`src/rtl/controle_pkg.sv`:
```
// ============================================================================
//  controle_pkg : shared encodings for the multicycle MIPS control unit
//  Revision     : 1.0
// ============================================================================
`default_nettype none

package controle_pkg;

  localparam int c_state_bits = 4;
  typedef logic [c_state_bits-1:0] state_t;

  localparam logic [3:0] c_st_fetch  = 4'd0;
  localparam logic [3:0] c_st_decode = 4'd1;
  localparam logic [3:0] c_st_memadr = 4'd2;
  localparam logic [3:0] c_st_memrd  = 4'd3;
  localparam logic [3:0] c_st_memwb  = 4'd4;
  localparam logic [3:0] c_st_memwr  = 4'd5;
  localparam logic [3:0] c_st_exec   = 4'd6;
  localparam logic [3:0] c_st_aluwb  = 4'd7;
  localparam logic [3:0] c_st_branch = 4'd8;
  localparam logic [3:0] c_st_immex  = 4'd9;
  localparam logic [3:0] c_st_immwb  = 4'd10;
  localparam logic [3:0] c_st_jump   = 4'd11;
  localparam logic [3:0] c_st_err    = 4'd12;
  localparam logic [3:0] c_st_exc    = 4'd13;

  localparam logic [5:0] c_op_r    = 6'b000000;
  localparam logic [5:0] c_op_lw   = 6'b100011;
  localparam logic [5:0] c_op_sw   = 6'b101011;
  localparam logic [5:0] c_op_beq  = 6'b000100;
  localparam logic [5:0] c_op_bne  = 6'b000101;
  localparam logic [5:0] c_op_addi = 6'b001000;
  localparam logic [5:0] c_op_andi = 6'b001100;
  localparam logic [5:0] c_op_ori  = 6'b001101;
  localparam logic [5:0] c_op_slti = 6'b001010;
  localparam logic [5:0] c_op_j    = 6'b000010;

  localparam logic [5:0] c_fn_add = 6'b100000;
  localparam logic [5:0] c_fn_sub = 6'b100010;
  localparam logic [5:0] c_fn_and = 6'b100100;
  localparam logic [5:0] c_fn_or  = 6'b100101;
  localparam logic [5:0] c_fn_slt = 6'b101010;

  localparam logic [2:0] c_alu_add = 3'b010;
  localparam logic [2:0] c_alu_sub = 3'b110;
  localparam logic [2:0] c_alu_and = 3'b000;
  localparam logic [2:0] c_alu_or  = 3'b001;
  localparam logic [2:0] c_alu_slt = 3'b111;

  typedef enum logic [1:0] {
    c_aluop_add   = 2'b00,
    c_aluop_sub   = 2'b01,
    c_aluop_funct = 2'b10,
    c_aluop_imm   = 2'b11
  } aluop_t;

  // Logical immediates are zero-extended; everything else is sign-extended.
  function automatic logic zero_ext_op(input logic [5:0] op);
    return (op == c_op_andi) || (op == c_op_ori);
  endfunction

endpackage

`default_nettype wire

```
`src/rtl/alu_decoder_mc.sv`:
```
// ============================================================================
//  alu_decoder_mc : maps {ALUop, funct, OPcode} to the 3-bit ALU control code
//  Revision       : 1.0
// ============================================================================
`default_nettype none

module alu_decoder_mc
  import controle_pkg::*;
(
  input  aluop_t     aluop,
  input  logic [5:0] funct,
  input  logic [5:0] opcode,
  output logic [2:0] alucontrole
);

  always_comb begin
    alucontrole = c_alu_add;
    case (aluop)
      c_aluop_add: alucontrole = c_alu_add;
      c_aluop_sub: alucontrole = c_alu_sub;
      c_aluop_funct: begin
        case (funct)
          c_fn_sub: alucontrole = c_alu_sub;
          c_fn_and: alucontrole = c_alu_and;
          c_fn_or:  alucontrole = c_alu_or;
          c_fn_slt: alucontrole = c_alu_slt;
          default:  alucontrole = c_alu_add;
        endcase
      end
      c_aluop_imm: begin
        case (opcode)
          c_op_andi: alucontrole = c_alu_and;
          c_op_ori:  alucontrole = c_alu_or;
          c_op_slti: alucontrole = c_alu_slt;
          default:   alucontrole = c_alu_add;
        endcase
      end
      default: alucontrole = c_alu_add;
    endcase
  end

endmodule

`default_nettype wire

```
`src/rtl/controle_mc.sv`:
```
// ============================================================================
//  controle_mc : multicycle MIPS control FSM with memory-ready handshake and
//                bus-timeout watchdog; CONTROLE_EXC_EN adds an illegal-op trap
//  Revision    : 1.0
// ============================================================================
`default_nettype none

module controle_mc
  import controle_pkg::*;
#(
  parameter int MEM_TIMEOUT = 16,
  parameter int STATE_W     = 4
) (
  input  logic               clk,
  input  logic               rst,
  input  logic [5:0]         OPcode,
  input  logic [5:0]         funct,
  input  logic               mem_ready,
  output logic               mem_req,
  output logic               MemtoReg,
  output logic               RegDst,
  output logic               IorD,
  output logic               ALUSrcA,
  output logic               IRWrite,
  output logic               MemWrite,
  output logic               PCWrite,
  output logic               Branch,
  output logic               BranchNe,
  output logic               RegWrite,
  output logic               ExtOp,
  output logic [1:0]         ALUSrcB,
  output logic [1:0]         PCSrc,
  output logic [2:0]         ALUcontrole,
  output logic [STATE_W-1:0] estado,
  output logic               err,
  output logic               exc
);

  localparam int c_cnt_w = (MEM_TIMEOUT > 0) ? $clog2(MEM_TIMEOUT + 1) : 1;
  localparam logic [c_cnt_w-1:0] c_limit = c_cnt_w'(MEM_TIMEOUT - 1);
  localparam logic c_wd_en = (MEM_TIMEOUT > 0);

  state_t              r_state;
  state_t              w_next;
  logic [c_cnt_w-1:0]  r_wait_cnt;
  logic                w_mem_state;
  logic                w_timeout;
  aluop_t              w_aluop;
  logic                w_mem_req;
  logic                w_irwrite;
  logic                w_memwrite;
  logic                w_pcwrite;
  logic                w_branch;
  logic                w_branchne;
  logic                w_regwrite;

  assign w_mem_state = (r_state == c_st_fetch) || (r_state == c_st_memrd) ||
                       (r_state == c_st_memwr);
  // mem_ready in the limit cycle still completes the access.
  assign w_timeout   = c_wd_en && w_mem_state && !mem_ready && (r_wait_cnt == c_limit);

  always_comb begin
    w_next = r_state;
    case (r_state)
      c_st_fetch:  if (mem_ready) w_next = c_st_decode;
      c_st_decode: begin
        case (OPcode)
          c_op_lw, c_op_sw:                         w_next = c_st_memadr;
          c_op_r:                                   w_next = c_st_exec;
          c_op_beq, c_op_bne:                       w_next = c_st_branch;
          c_op_addi, c_op_andi, c_op_ori, c_op_slti: w_next = c_st_immex;
          c_op_j:                                   w_next = c_st_jump;
`ifdef CONTROLE_EXC_EN
          default:                                  w_next = c_st_exc;
`else
          default:                                  w_next = c_st_fetch;
`endif
        endcase
      end
      c_st_memadr: begin
        if (OPcode == c_op_lw)      w_next = c_st_memrd;
        else if (OPcode == c_op_sw) w_next = c_st_memwr;
        else                        w_next = c_st_fetch;
      end
      c_st_memrd:  if (mem_ready) w_next = c_st_memwb;
      c_st_memwb:  w_next = c_st_fetch;
      c_st_memwr:  if (mem_ready) w_next = c_st_fetch;
      c_st_exec:   w_next = c_st_aluwb;
      c_st_aluwb:  w_next = c_st_fetch;
      c_st_branch: w_next = c_st_fetch;
      c_st_immex:  w_next = c_st_immwb;
      c_st_immwb:  w_next = c_st_fetch;
      c_st_jump:   w_next = c_st_fetch;
`ifdef CONTROLE_EXC_EN
      c_st_exc:    w_next = c_st_fetch;
`endif
      c_st_err:    w_next = c_st_err;
      default:     w_next = c_st_fetch;
    endcase
    if (w_timeout) w_next = c_st_err;
  end

  // Any state change clears the counter, so each memory state starts at zero.
  always_ff @(posedge clk or negedge rst) begin
    if (!rst) begin
      r_state    <= c_st_fetch;
      r_wait_cnt <= '0;
    end else begin
      r_state <= w_next;
      if (w_next != r_state)
        r_wait_cnt <= '0;
      else if (w_mem_state && !mem_ready)
        r_wait_cnt <= r_wait_cnt + 1'b1;
    end
  end

  always_comb begin
    w_mem_req  = 1'b0;
    MemtoReg   = 1'b0;
    RegDst     = 1'b0;
    IorD       = 1'b0;
    ALUSrcA    = 1'b0;
    w_irwrite  = 1'b0;
    w_memwrite = 1'b0;
    w_pcwrite  = 1'b0;
    w_branch   = 1'b0;
    w_branchne = 1'b0;
    w_regwrite = 1'b0;
    ExtOp      = 1'b1;
    ALUSrcB    = 2'b00;
    PCSrc      = 2'b00;
    w_aluop    = c_aluop_add;
    case (r_state)
      c_st_fetch: begin
        w_mem_req = 1'b1;
        ALUSrcB   = 2'b01;
        w_irwrite = mem_ready;
        w_pcwrite = mem_ready;
      end
      c_st_decode: ALUSrcB = 2'b11;
      c_st_memadr: begin
        ALUSrcA = 1'b1;
        ALUSrcB = 2'b10;
      end
      c_st_memrd: begin
        w_mem_req = 1'b1;
        IorD      = 1'b1;
      end
      c_st_memwb: begin
        MemtoReg   = 1'b1;
        w_regwrite = 1'b1;
      end
      c_st_memwr: begin
        w_mem_req  = 1'b1;
        IorD       = 1'b1;
        w_memwrite = 1'b1;
      end
      c_st_exec: begin
        ALUSrcA = 1'b1;
        w_aluop = c_aluop_funct;
      end
      c_st_aluwb: begin
        RegDst     = 1'b1;
        w_regwrite = 1'b1;
      end
      c_st_branch: begin
        ALUSrcA    = 1'b1;
        w_aluop    = c_aluop_sub;
        PCSrc      = 2'b01;
        w_branch   = (OPcode == c_op_beq);
        w_branchne = (OPcode == c_op_bne);
      end
      c_st_immex, c_st_immwb: begin
        ALUSrcA    = 1'b1;
        ALUSrcB    = 2'b10;
        w_aluop    = c_aluop_imm;
        ExtOp      = !zero_ext_op(OPcode);
        w_regwrite = (r_state == c_st_immwb);
      end
      c_st_jump: begin
        PCSrc     = 2'b10;
        w_pcwrite = 1'b1;
      end
`ifdef CONTROLE_EXC_EN
      c_st_exc: begin
        PCSrc     = 2'b11;
        w_pcwrite = 1'b1;
      end
`endif
      default: ;
    endcase
  end

  // Enables are masked while reset is held so FETCH cannot fire during reset.
  assign mem_req  = w_mem_req  & rst;
  assign IRWrite  = w_irwrite  & rst;
  assign MemWrite = w_memwrite & rst;
  assign PCWrite  = w_pcwrite  & rst;
  assign Branch   = w_branch   & rst;
  assign BranchNe = w_branchne & rst;
  assign RegWrite = w_regwrite & rst;

  assign estado = STATE_W'(r_state);
  assign err    = (r_state == c_st_err);
`ifdef CONTROLE_EXC_EN
  assign exc    = rst & (r_state == c_st_exc);
`else
  assign exc    = 1'b0;
`endif

  alu_decoder_mc u_alu_decoder (
    .aluop       (w_aluop),
    .funct       (funct),
    .opcode      (OPcode),
    .alucontrole (ALUcontrole)
  );

endmodule

`default_nettype wire

```
`config.mk`:
```
export PLATFORM = sky130hd
export DESIGN_NAME = controle_mc
export DESIGN_NICKNAME = d
export VERILOG_FILES = /design/src/rtl/controle_pkg.sv /design/src/rtl/alu_decoder_mc.sv /design/src/rtl/controle_mc.sv
export SDC_FILE = /design/constraint.sdc
export NUM_CORES = 1
export LEC_CHECK = 0
export CORE_MARGIN = 5
export CORE_UTILIZATION = 32
export CTS_BUF_LIST = sky130_fd_sc_hd__clkbuf_8
export DETAILED_ROUTE_END_ITERATION = 7
export PLACE_DENSITY = 0.62
export SLEW_MARGIN = 20
export SYNTH_ARGS = -nofsm -noshare
export SYNTH_HDL_FRONTEND = slang
export SYNTH_SLANG_ARGS = --single-unit
export TNS_END_PERCENT = 5
```
`constraint.sdc`:
```
create_clock -name clk -period 3.3 [get_ports clk]
set_input_delay 0.66 -clock clk [delete_from_list [all_inputs] [get_ports clk]]
set_output_delay 0.66 -clock clk [all_outputs]
set_load 0.02 [all_outputs]
```
==> results_dict.tcl, run 1 <==
set metrics [dict create \
    synth-edff-count 0 \
    min_path_type "reg -> reg" \
    postCtsHoldBufs 0 \
    timing.rr.end "r_wait_cnt[4]" \
    worst_ep_required_time_ns 2.64 \
    antenna_violations_before_repair 0 \
    cts_resized 0 \
    timing.slew.headroom 0.620 \
    detail_route.wl_per_cell_um 15.0 \
    number_of_buffers_added_by_the_clock_tree_synthesis_step 3 \
    setup-tns-final_ns 0 \
    wire_length_after_detailed_routing_mm 3.77 \
    master_cell_of_the_clock_root_buffer "clkbuf_8" \
    floorplan.io_pins 40 \
    run_status "complete, no violations" \
    cpMaxStageDelayCell "clkdlybuf4s50_1" \
    start_util 0.334 \
    via_count 1356 \
    fmax_mhz 319 \
    cts.repair_timing.setup_buffer_count 0 \
    grt_pass1_vias 1292 \
    row_count 22 \
    slowest_delay_ns 0.62 \
    beginning_of_the_worst_hold_path "r_wait_cnt[2]" \
    antenna_cells_inserted 0 \
    grt_first_pass_wirelength_mm 6.17 \
    grt_max_degree 23 \
    worst-path-max-fanout 3 \
    synth.yosys.warnings 0 \
    globalRouteOverflowTotal 0 \
    worstMarginPinSlew_ns 0.562 \
    io_buffers 38 \
    postSynth.asyncResetShare 1.00 \
    holdPathEnd "r_wait_cnt[2]" \
    drcViolationCount 0 \
    r2r.worst_path.cells 9 \
    finish.net_count 222 \
    cp_cell_sequence "clkdlybuf4s50_1 -> nor4b_1 -> nand4b_1 -> nor2_1 -> clkdlybuf4s50_1" \
    cp_data_arrival_time_ns 2.47 \
    floorplan.die.height_um 72.1 \
    clk_pin_slew_worst_paths_ns 0.04 \
    post-route-min-period_ns 3.13 \
    final_cells 252 \
    fillerInstances 377 \
    cp_common_cell "clkdlybuf4s50_1" \
    p_leak_nw 0.691 \
    post-synth-top-area-cell "dfrtp_1" \
    grt_setup_unrepaired "no" \
    coreArea_sq_mm 0.00369 \
    cts.htree.levels 1 \
    worstHoldPathCells 2 \
    postSynthRegisterBits 9 \
    reg_to_reg_setup_timing_slack_ns 1.00 \
    max-cap-violations 0 \
    fin_skew_ns 0.00629 \
    seq_area_frac_synth 0.183 \
    syn-cell-area_sq_mm 0.00123 \
    tritoncts_clock_tree "done" \
    final_setup_fails 0 \
    synthesis.area_per_instance_sq_um 7.65 \
    grt_usage 0.145 \
    cp-start-kind "input pin" \
    synth-main-ff-cell "dfrtp_1" \
    critical_path_class "in -> out" \
    cts_max_path_buffers 2 \
    irDropWorstVdd_mv 0.204 \
    post_synth_main_area_contributors "dfrtp_1 18%, a21oi_1 5.3%, nor2_1 5.2%, and3_1 3.6%, nand2b_1 3.6%" \
    dpl.cell_count 248 \
    critical_path.endpoint_type "output port" \
    timing.final.hold_violations 0 \
    die_w_um 72.1 \
    place_congestion 0.876 \
    fin_crit_sh 0.949 \
    insertion_delay_ns 0.23 \
    clock_sink_count 9 \
    vias_per_cell 5.38 \
    post-synth-top-area-fraction 0.183 \
    cellPowerDensity_mw_per_mm2 166 \
    post_route_antenna_net_violation_count 0 \
    area_growth_syn_to_layout_pct 41.9 \
    yosys.cell_types.count 58 \
    post_route_cells_drive_above_1_share 0.152 \
    detailedPlacementHpwl_mm 2.91 \
    r2r_start "r_wait_cnt[0]" \
    drt-pass1-iter-count 4 \
    total_power_mw 0.290 \
    drv_slew 0 \
    syn-num-nets 178 \
    die_area_sq_mm 0.00519 \
    initialDrtViolationCount 135 \
    syn_inst 161 \
]
-- sequential cells by signal, summed over array words and instances, names as in the netlist --
signal      cells
estado          4
r_wait_cnt      5
-- layout make-up --
cell class | instances | area [sq um] | area share
multi-input cells | 133 | 911 | 0.521
clock inverters | 1 | 3.75 | 0.00215
well taps | 48 | 60.1 | 0.0343
flip-flops and latches | 9 | 225 | 0.129
repair buffers | 52 | 485 | 0.278
clock buffers | 3 | 41.3 | 0.0236
inverters | 6 | 22.5 | 0.0129
-- per-layer routing --
metal  vias up  wire length [um]  track usage
li1        678                 -            -
met3         9               190       0.0291
met2        37              1800        0.232
met5         -                 0            0
met1       632              1710        0.192
met4         0                69       0.0522
-- synthesized netlist by cell type, types with 3 or more instances --
master	n
nor2_1	17
a21oi_1	13
nand2_1	11
dfrtp_1	9
buf_2	8
and3_1	7
nand2b_1	7
inv_1	6
nor3_1	6
o21ai_0	6
nand3_1	4
nor3b_1	4
nor2b_1	3
nor4b_1	3
o21a_1	3
xor2_1	3
-- worst max path at each step --
stage | start | endpoint | slack (ns) | depth (start not counted)
3_5_place_dp | OPcode[2] | Branch | 0.16 | 5
3_3_place_gp | OPcode[2] | Branch | 0.23 | 5
6_report | OPcode[2] | Branch | 0.17 | 5
2_1_floorplan | estado[3] | Branch | 0.87 | 5
5_1_grt | OPcode[2] | Branch | 0.04 | 5
4_1_cts | OPcode[2] | Branch | 0.14 | 5
-- placed cells by master (no fill, tap or decap), drive strengths merged, types with 4 or more instances in the layout --
cell            n
and3            7
clkdlybuf4s50  38
dfrtp           9
nand2b          7
inv             7
o21ai           8
nor3            7
buf            14
nand2          11
nor2           17
nand3           4
nor3b           4
a21oi          15
-- critical path, delay by kind of cell --
kind	cells	cell delay (ns)
and+or+nand+nor	3	0.69
buffers and inverters	2	1.12
-- cells by family (layout without fill, tap and decap cells) --
logic type | Yosys count | count (layout) | share of synthesized area
AO/OA/AOI/OAI | 49 | 49 | 0.301
multiplexers | 1 | 1 | 0.00914
AND/OR/NAND/NOR | 76 | 76 | 0.378
XOR/XNOR | 4 | 4 | 0.0284
buffers and inverters | 19 | 62 | 0.0782
adder cells (fa/ha/maj) | 2 | 2 | 0.0203
flip-flops | 9 | 9 | 0.183
other | 1 | 1 | 0.00304
-- where the power goes --
part	leakage [nW]	total (mW)	switching (mW)	internal (mW)
clock network	0.0269	0.125	0.0437	0.0810
registers	0.115	0.111	0	0.111
logic	0.549	0.0545	0.0243	0.0302
-- stage by stage --
step                 util  worst slack [ns]  hold slack [ns]  area [sq um]
CTS                 0.474             0.142            0.569          1750
floorplan               -             0.874            0.364          1230
global route        0.474            0.0402            0.577          1750
detailed placement  0.462             0.157            0.560          1700
finish              0.474             0.167            0.563          1750
global placement    0.462             0.231            0.518          1700
Power figures use the tool's default switching activity.
==> inputs of run 2 (changes only) <==
--- a/config.mk
+++ b/config.mk
@@ -5,11 +5,12 @@
 export SDC_FILE = /design/constraint.sdc
 export NUM_CORES = 1
 export LEC_CHECK = 0
+export ABC_AREA = 1
 export CORE_MARGIN = 5
 export CORE_UTILIZATION = 32
 export CTS_BUF_LIST = sky130_fd_sc_hd__clkbuf_8
 export DETAILED_ROUTE_END_ITERATION = 7
-export PLACE_DENSITY = 0.62
+export PLACE_DENSITY = 0.64
 export SLEW_MARGIN = 20
 export SYNTH_ARGS = -nofsm -noshare
 export SYNTH_HDL_FRONTEND = slang
==> results_dict.tcl, run 2 <==
set metrics [dict create \
    run_status "complete, no violations" \
    master_cell_of_the_clock_root_buffer "clkbuf_8" \
    combinationalPowerShare 0.491 \
    drt-pass1-iter-count 4 \
    irDropWorstVdd_mv 0.266 \
    synth-edff-count 0 \
    multi_input_gate_area_in_the_final_layout_sq_um 743 \
    antenna_cells_inserted 0 \
    post_route_antenna_net_violation_count 0 \
    number_of_buffers_added_by_the_clock_tree_synthesis_step 3 \
    floorplan.io_pins 40 \
    wire_length_after_detailed_routing_mm 3.03 \
    seq_area_frac_synth 0.205 \
    cp-start-kind "input pin" \
    start_util 0.330 \
    postSynthRegisterBits 9 \
    critical_path.endpoint_type "output port" \
    final_cells 278 \
    timing.hold.ws_ns 0.557 \
    dpl-instance-area_sq_mm 0.00155 \
    power.sequential.fraction 0.276 \
    worst_ep_required_time_ns 2.64 \
    finish.net_count 250 \
    setup-tns-final_ns 0 \
    cellPowerDensity_mw_per_mm2 327 \
    die_w_um 68.6 \
    coreArea_sq_mm 0.00334 \
    cts_max_path_buffers 2 \
    layout_common_cells "46 x nand2_1, 38 x clkdlybuf4s50_1, 35 x nor2_1" \
    tritoncts_clock_tree "done" \
    post-route-min-period_ns 3.03 \
    post-synth-top-area-fraction 0.205 \
    antenna_violations_before_repair 0 \
    row_count 21 \
    final_setup_fails 0 \
    synthesis.area_per_instance_sq_um 5.82 \
    fmax_mhz 330 \
    die_area_sq_mm 0.00471 \
    power.net_switching_mw 0.211 \
    grt_max_degree 10 \
    globalRouteOverflowTotal 0 \
    max-cap-violations 0 \
    via_count 1269 \
    fin_area_sq_mm 0.00159 \
    fillerInstances 379 \
    grt_setup_unrepaired "no" \
    grt_usage 0.138 \
    drv_slew 0 \
    reg_area_sq_um 226 \
    postCtsHoldBufs 0 \
    commonest_non_fill_non_tap_cell_in_the_layout "nand2_1" \
    internal_power_summed_over_all_cells_mw 0.310 \
    detail_route.wl_per_cell_um 10.9 \
    yosysMostFrequentCell "nand2_1" \
    syn-num-nets 206 \
    floorplan.die.height_um 68.6 \
    synth-main-ff-cell "dfrtp_1" \
    post_route_cells_drive_above_1_share 0.125 \
    dpl.cell_count 274 \
    grt_first_pass_wirelength_mm 5.07 \
    io_buffers 38 \
    synth.yosys.warnings 0 \
    area_growth_syn_to_layout_pct 44.7 \
    insertion_delay_ns 0.23 \
    cp_data_arrival_time_ns 2.37 \
    vias_per_cell 4.56 \
    detailedPlacementHpwl_mm 2.63 \
    post_synth_main_area_contributors "dfrtp_1 20%, nand2_1 16%, nor2_1 12%, inv_1 9.6%, nand3_1 9.6%" \
    min_path_type "reg -> reg" \
    cts.repair_timing.setup_buffer_count 0 \
    synth_commonest_cells "46 x nand2_1, 35 x nor2_1, 28 x inv_1" \
    fin_skew_ns 0.00559 \
    drcViolationCount 0 \
    fin_crit_sh 0.917 \
    clock_power_share 0.234 \
    initialDrtViolationCount 52 \
    switching_share 0.405 \
    cts.htree.levels 1 \
    flip_flop_count_of_the_largest_register_after_layout 5 \
    syn_inst 189 \
    grt_pass1_vias 1192 \
    clock_sink_count 9 \
    place_congestion 0.875 \
    cts_resized 0 \
    registers.top_by_ff_count "r_wait_cnt" \
    worst-path-max-fanout 3 \
    postSynth.asyncResetShare 1.00 \
    clk_pin_slew_worst_paths_ns 0.05 \
    timing.final.hold_violations 0 \
    p_leak_nw 0.811 \
    yosys.cell_types.count 26 \
    syn-cell-area_sq_mm 0.00110 \
    post-synth-top-area-cell "dfrtp_1" \
    critical_path_class "in -> out" \
]
-- run 2: kinds of logic after synthesis --
group | count (synthesis) | share of synthesized area
flip-flops | 9 | 0.205
AO/OA/AOI/OAI | 8 | 0.0455
XOR/XNOR | 3 | 0.0239
adder cells (fa/ha/maj) | 2 | 0.0227
other | 1 | 0.00341
AND/OR/NAND/NOR | 132 | 0.580
buffers and inverters | 34 | 0.119
-- run 2: per-layer routing --
metal / up-vias / share of wire / wire length (um) / GRT usage
met5: - / 0 / 0 / 0
met4: 0 / 0.0036 / 11 / 0.0323
met3: 2 / 0.058 / 176 / 0.0276
met2: 32 / 0.46 / 1400 / 0.242
met1: 555 / 0.48 / 1440 / 0.173
li1: 680 / - / - / -
-- run 2: stage by stage --
step / utilization / total power [mW] / setup WS, ns
after floorplan: - / 0.304 / 0.615
after global placement: 0.463 / 0.402 / 0.253
after detailed placement: 0.463 / 0.400 / 0.263
after CTS: 0.477 / 0.527 / 0.259
after global routing: 0.477 / 0.568 / 0.0823
final: 0.477 / 0.521 / 0.274
-- run 2: power by group through the flow --
| stage | Combinational, mW | Clock (mW) | Sequential, mW |
|---|---|---|---|
| finish | 0.255 | 0.122 | 0.143 |
| CTS | 0.258 | 0.127 | 0.143 |
| global placement | 0.258 | 0 | 0.144 |
| detailed placement | 0.256 | 0 | 0.144 |
| floorplan | 0.156 | 0 | 0.148 |
| global route | 0.286 | 0.136 | 0.146 |
-- run 2: worst max-delay path: stages --
cell	delay [ns]
clkdlybuf4s50_1	0.44
nor2_2	0.15
inv_1	0.07
nor2_1	0.12
nand3_1	0.12
a211o_1	0.26
clkdlybuf4s50_1	0.54
-- run 2: final timing paths --
| check | from | end | slack [ns] | depth (start not counted) |
|---|---|---|---|---|
| max in group asynchronous | rst | estado[3] | 2.30 | 2 |
| setup reg to reg | r_wait_cnt[0] | r_wait_cnt[4] | 1.51 | 10 |
| hold / removal | r_wait_cnt[3] | r_wait_cnt[3] | 0.56 | 2 |
| hold reg to reg | r_wait_cnt[3] | r_wait_cnt[3] | 0.56 | 2 |
| setup / recovery | OPcode[5] | ALUcontrole[1] | 0.27 | 7 |
| min in group asynchronous | rst | r_wait_cnt[2] | 0.85 | 2 |
-- run 2: final cells by class --
cell class | count | share of cell area
Clock buffer | 3 | 0.0259
Clock inverter | 1 | 0.00236
Inverter | 33 | 0.0778
Sequential cell | 9 | 0.142
Multi-Input combinational cell | 146 | 0.467
Tap cell | 46 | 0.0362
Timing Repair Buffer | 40 | 0.248
==> inputs of run 3 (changes only) <==
--- a/config.mk
+++ b/config.mk
@@ -10,9 +10,10 @@
 export CORE_UTILIZATION = 32
 export CTS_BUF_LIST = sky130_fd_sc_hd__clkbuf_8
 export DETAILED_ROUTE_END_ITERATION = 7
-export PLACE_DENSITY = 0.64
+export PLACE_DENSITY = 0.63
 export SLEW_MARGIN = 20
 export SYNTH_ARGS = -nofsm -noshare
 export SYNTH_HDL_FRONTEND = slang
+export SYNTH_HIERARCHICAL = 1
 export SYNTH_SLANG_ARGS = --single-unit
 export TNS_END_PERCENT = 5
==> results_dict.tcl, run 3 <==
set metrics [dict create \
    worst_ep_required_time_ns 2.64 \
    cpMaxStageDelayCell "clkdlybuf4s50_1" \
    run_status "complete, no violations" \
    detailedPlacementHpwl_mm 2.51 \
    cts.repair_timing.setup_buffer_count 0 \
    flip_flop_count_of_the_largest_register_after_layout 5 \
    fin_area_sq_mm 0.00162 \
    post-synth-top-area-fraction 0.198 \
    post_route_cells_drive_above_1_share 0.144 \
    tritoncts_clock_tree "done" \
    synthesis.area_per_instance_sq_um 5.88 \
    critical_path_class "in -> out" \
    dpl.cell_count 278 \
    fin_crit_sh 0.926 \
    post_synth_main_area_contributors "dfrtp_1 20%, nand2_1 14%, nor2_1 12%, nand3_1 9.7%, inv_1 9.5%" \
    via_count 1287 \
    registers.top_by_ff_count "r_wait_cnt" \
    grt_setup_unrepaired "no" \
    antenna_cells_inserted 0 \
    r2r.worst_path.cells 11 \
    cp-start-kind "input pin" \
    cp_data_arrival_time_ns 2.39 \
    synth.yosys.warnings 6 \
    yosys.cell_types.count 28 \
    start_util 0.336 \
    seq_area_frac_synth 0.198 \
    layout_common_cells "43 x nand2_1, 38 x clkdlybuf4s50_1, 36 x nor2_1" \
    initialDrtViolationCount 74 \
    cts_max_path_buffers 2 \
    cellPowerDensity_mw_per_mm2 333 \
    postLayoutSetupSlackWorst_ns 0.246 \
    cts_resized 0 \
    yosysMostFrequentCell "nand2_1" \
    holdPathEnd "r_wait_cnt[3]" \
    synth_commonest_cells "43 x nand2_1, 36 x nor2_1, 29 x inv_1" \
    grt_usage 0.128 \
    floorplan.die.height_um 69.7 \
    drv_slew 0 \
    grt_pass1_vias 1188 \
    syn-num-nets 211 \
    synth-main-ff-cell "dfrtp_1" \
    post-route-min-period_ns 3.05 \
    worstHoldPathCells 2 \
    timing.final.hold_violations 0 \
    post_route_antenna_net_violation_count 0 \
    post-synth-top-area-cell "dfrtp_1" \
    postSynth.asyncResetShare 1.00 \
    reg_to_reg_setup_timing_slack_ns 1.53 \
    drcViolationCount 0 \
    io_buffers 38 \
    commonest_non_fill_non_tap_cell_in_the_layout "nand2_1" \
    postSynthRegisterBits 9 \
    drt-pass1-iter-count 4 \
    clock_sink_count 9 \
    coreArea_sq_mm 0.00339 \
    row_count 21 \
    syn_inst 194 \
    globalRouteOverflowTotal 0 \
    min_path_type "reg -> reg" \
    area_growth_syn_to_layout_pct 42.4 \
    timing.rr.end "r_wait_cnt[4]" \
    cts.htree.levels 1 \
    postCtsHoldBufs 0 \
    cp_common_cell "clkdlybuf4s50_1" \
    die_w_um 69.7 \
    finish.net_count 254 \
    antenna_violations_before_repair 0 \
    fmax_mhz 327 \
    number_of_buffers_added_by_the_clock_tree_synthesis_step 3 \
    worstPathBufferInverterCount 2 \
    cp_num_cells 4 \
    beginning_of_the_worst_hold_path "r_wait_cnt[3]" \
    r2r_start "estado[0]" \
    die_area_sq_mm 0.00486 \
    place_congestion 0.843 \
    master_cell_of_the_clock_root_buffer "clkbuf_8" \
    max-cap-violations 0 \
    grt_first_pass_wirelength_mm 5.24 \
    setup-tns-final_ns 0 \
    worst-path-max-fanout 10 \
    pre_cts_ws_ns 0.252 \
    dpl-instance-area_sq_mm 0.00158 \
    final_setup_fails 0 \
    vias_per_cell 4.56 \
    critical_path.endpoint_type "output port" \
    detail_route.wl_per_cell_um 10.7 \
    clk_pin_slew_worst_paths_ns 0.04 \
    wire_length_after_detailed_routing_mm 3.03 \
    insertion_delay_ns 0.23 \
    cp_cell_sequence "clkdlybuf4s50_1 -> nand4_1 -> nor4_1 -> clkdlybuf4s50_1" \
    synth-edff-count 0 \
    irDropWorstVdd_mv 0.223 \
    grt_max_degree 14 \
    critical-path-top-delay-family "buffers and inverters" \
    fin_skew_ns 0.000790 \
    final_cells 282 \
    floorplan.io_pins 40 \
    slowest_delay_ns 0.67 \
    p_leak_nw 0.807 \
    syn-cell-area_sq_mm 0.00114 \
]
-- run 3: final cells by class --
type	count	area (sq um)
Multi-Input combinational cell	150	779
Sequential cell	9	225
Fill cell	341	1770
Tap cell	46	57.6
Clock buffer	3	41.3
Timing Repair Buffer	39	388
Inverter	34	128
Clock inverter	1	3.75
-- run 3: worst reg2reg max path, stage by stage (launching register included) --
cell and delay (ns):
dfrtp_1 0.43, nor2_1 0.32, nand2_2 0.15, nor2_2 0.14, nor2_1 0.07, nand3_1 0.11
nand2_1 0.08, nand2_1 0.06, nand2_1 0.08, nor2_4 0.10, nand2_4 0.09, nor2_2 0.08
-- run 3: how the worst max path moves through the flow --
stage / startpoint / slack, ns / endpoint
finish: OPcode[2] / 0.25 / Branch
global route: estado[0] / 0.07 / Branch
CTS: OPcode[2] / 0.25 / Branch
detailed placement: OPcode[2] / 0.25 / Branch
global placement: OPcode[2] / 0.23 / Branch
floorplan: estado[0] / 0.66 / Branch
-- run 3: per-stage QoR --
step                      hold slack [ns]  power (mW)   util
after floorplan                     0.364       0.321      -
after global placement              0.566       0.420  0.465
after detailed placement            0.568       0.423  0.465
after CTS                           0.574       0.549  0.479
after global routing                0.592       0.588  0.479
final                               0.577       0.541  0.479
-- run 3: cells by family (layout without fill, tap and decap cells) --
logic type / Yosys count / count (layout) / synth area share
adder cells (fa/ha/maj): 2 / 2 / 0.0220
AND/OR/NAND/NOR: 135 / 135 / 0.578
XOR/XNOR: 3 / 3 / 0.0231
flip-flops: 9 / 9 / 0.198
AO/OA/AOI/OAI: 8 / 8 / 0.0472
multiplexers: 1 / 1 / 0.00988
other: 1 / 1 / 0.00329
buffers and inverters: 35 / 77 / 0.119
-- run 3: power by group --
part           switching [mW]  leakage [nW]  internal [mW]  total, mW
Combinational           0.164         0.658          0.112      0.276
Clock                  0.0409        0.0269         0.0808      0.122
Sequential             0.0177         0.123          0.126      0.144
Total                   0.222         0.807          0.319      0.541
-- run 3: metal layers --
metal / global-route usage / routed length, um / up-vias
li1: - / - / 692
met1: 0.175 / 1540 / 564
met2: 0.201 / 1360 / 29
met3: 0.0304 / 120 / 2
met4: 0.0319 / 14 / 0
met5: 0 / 0 / -
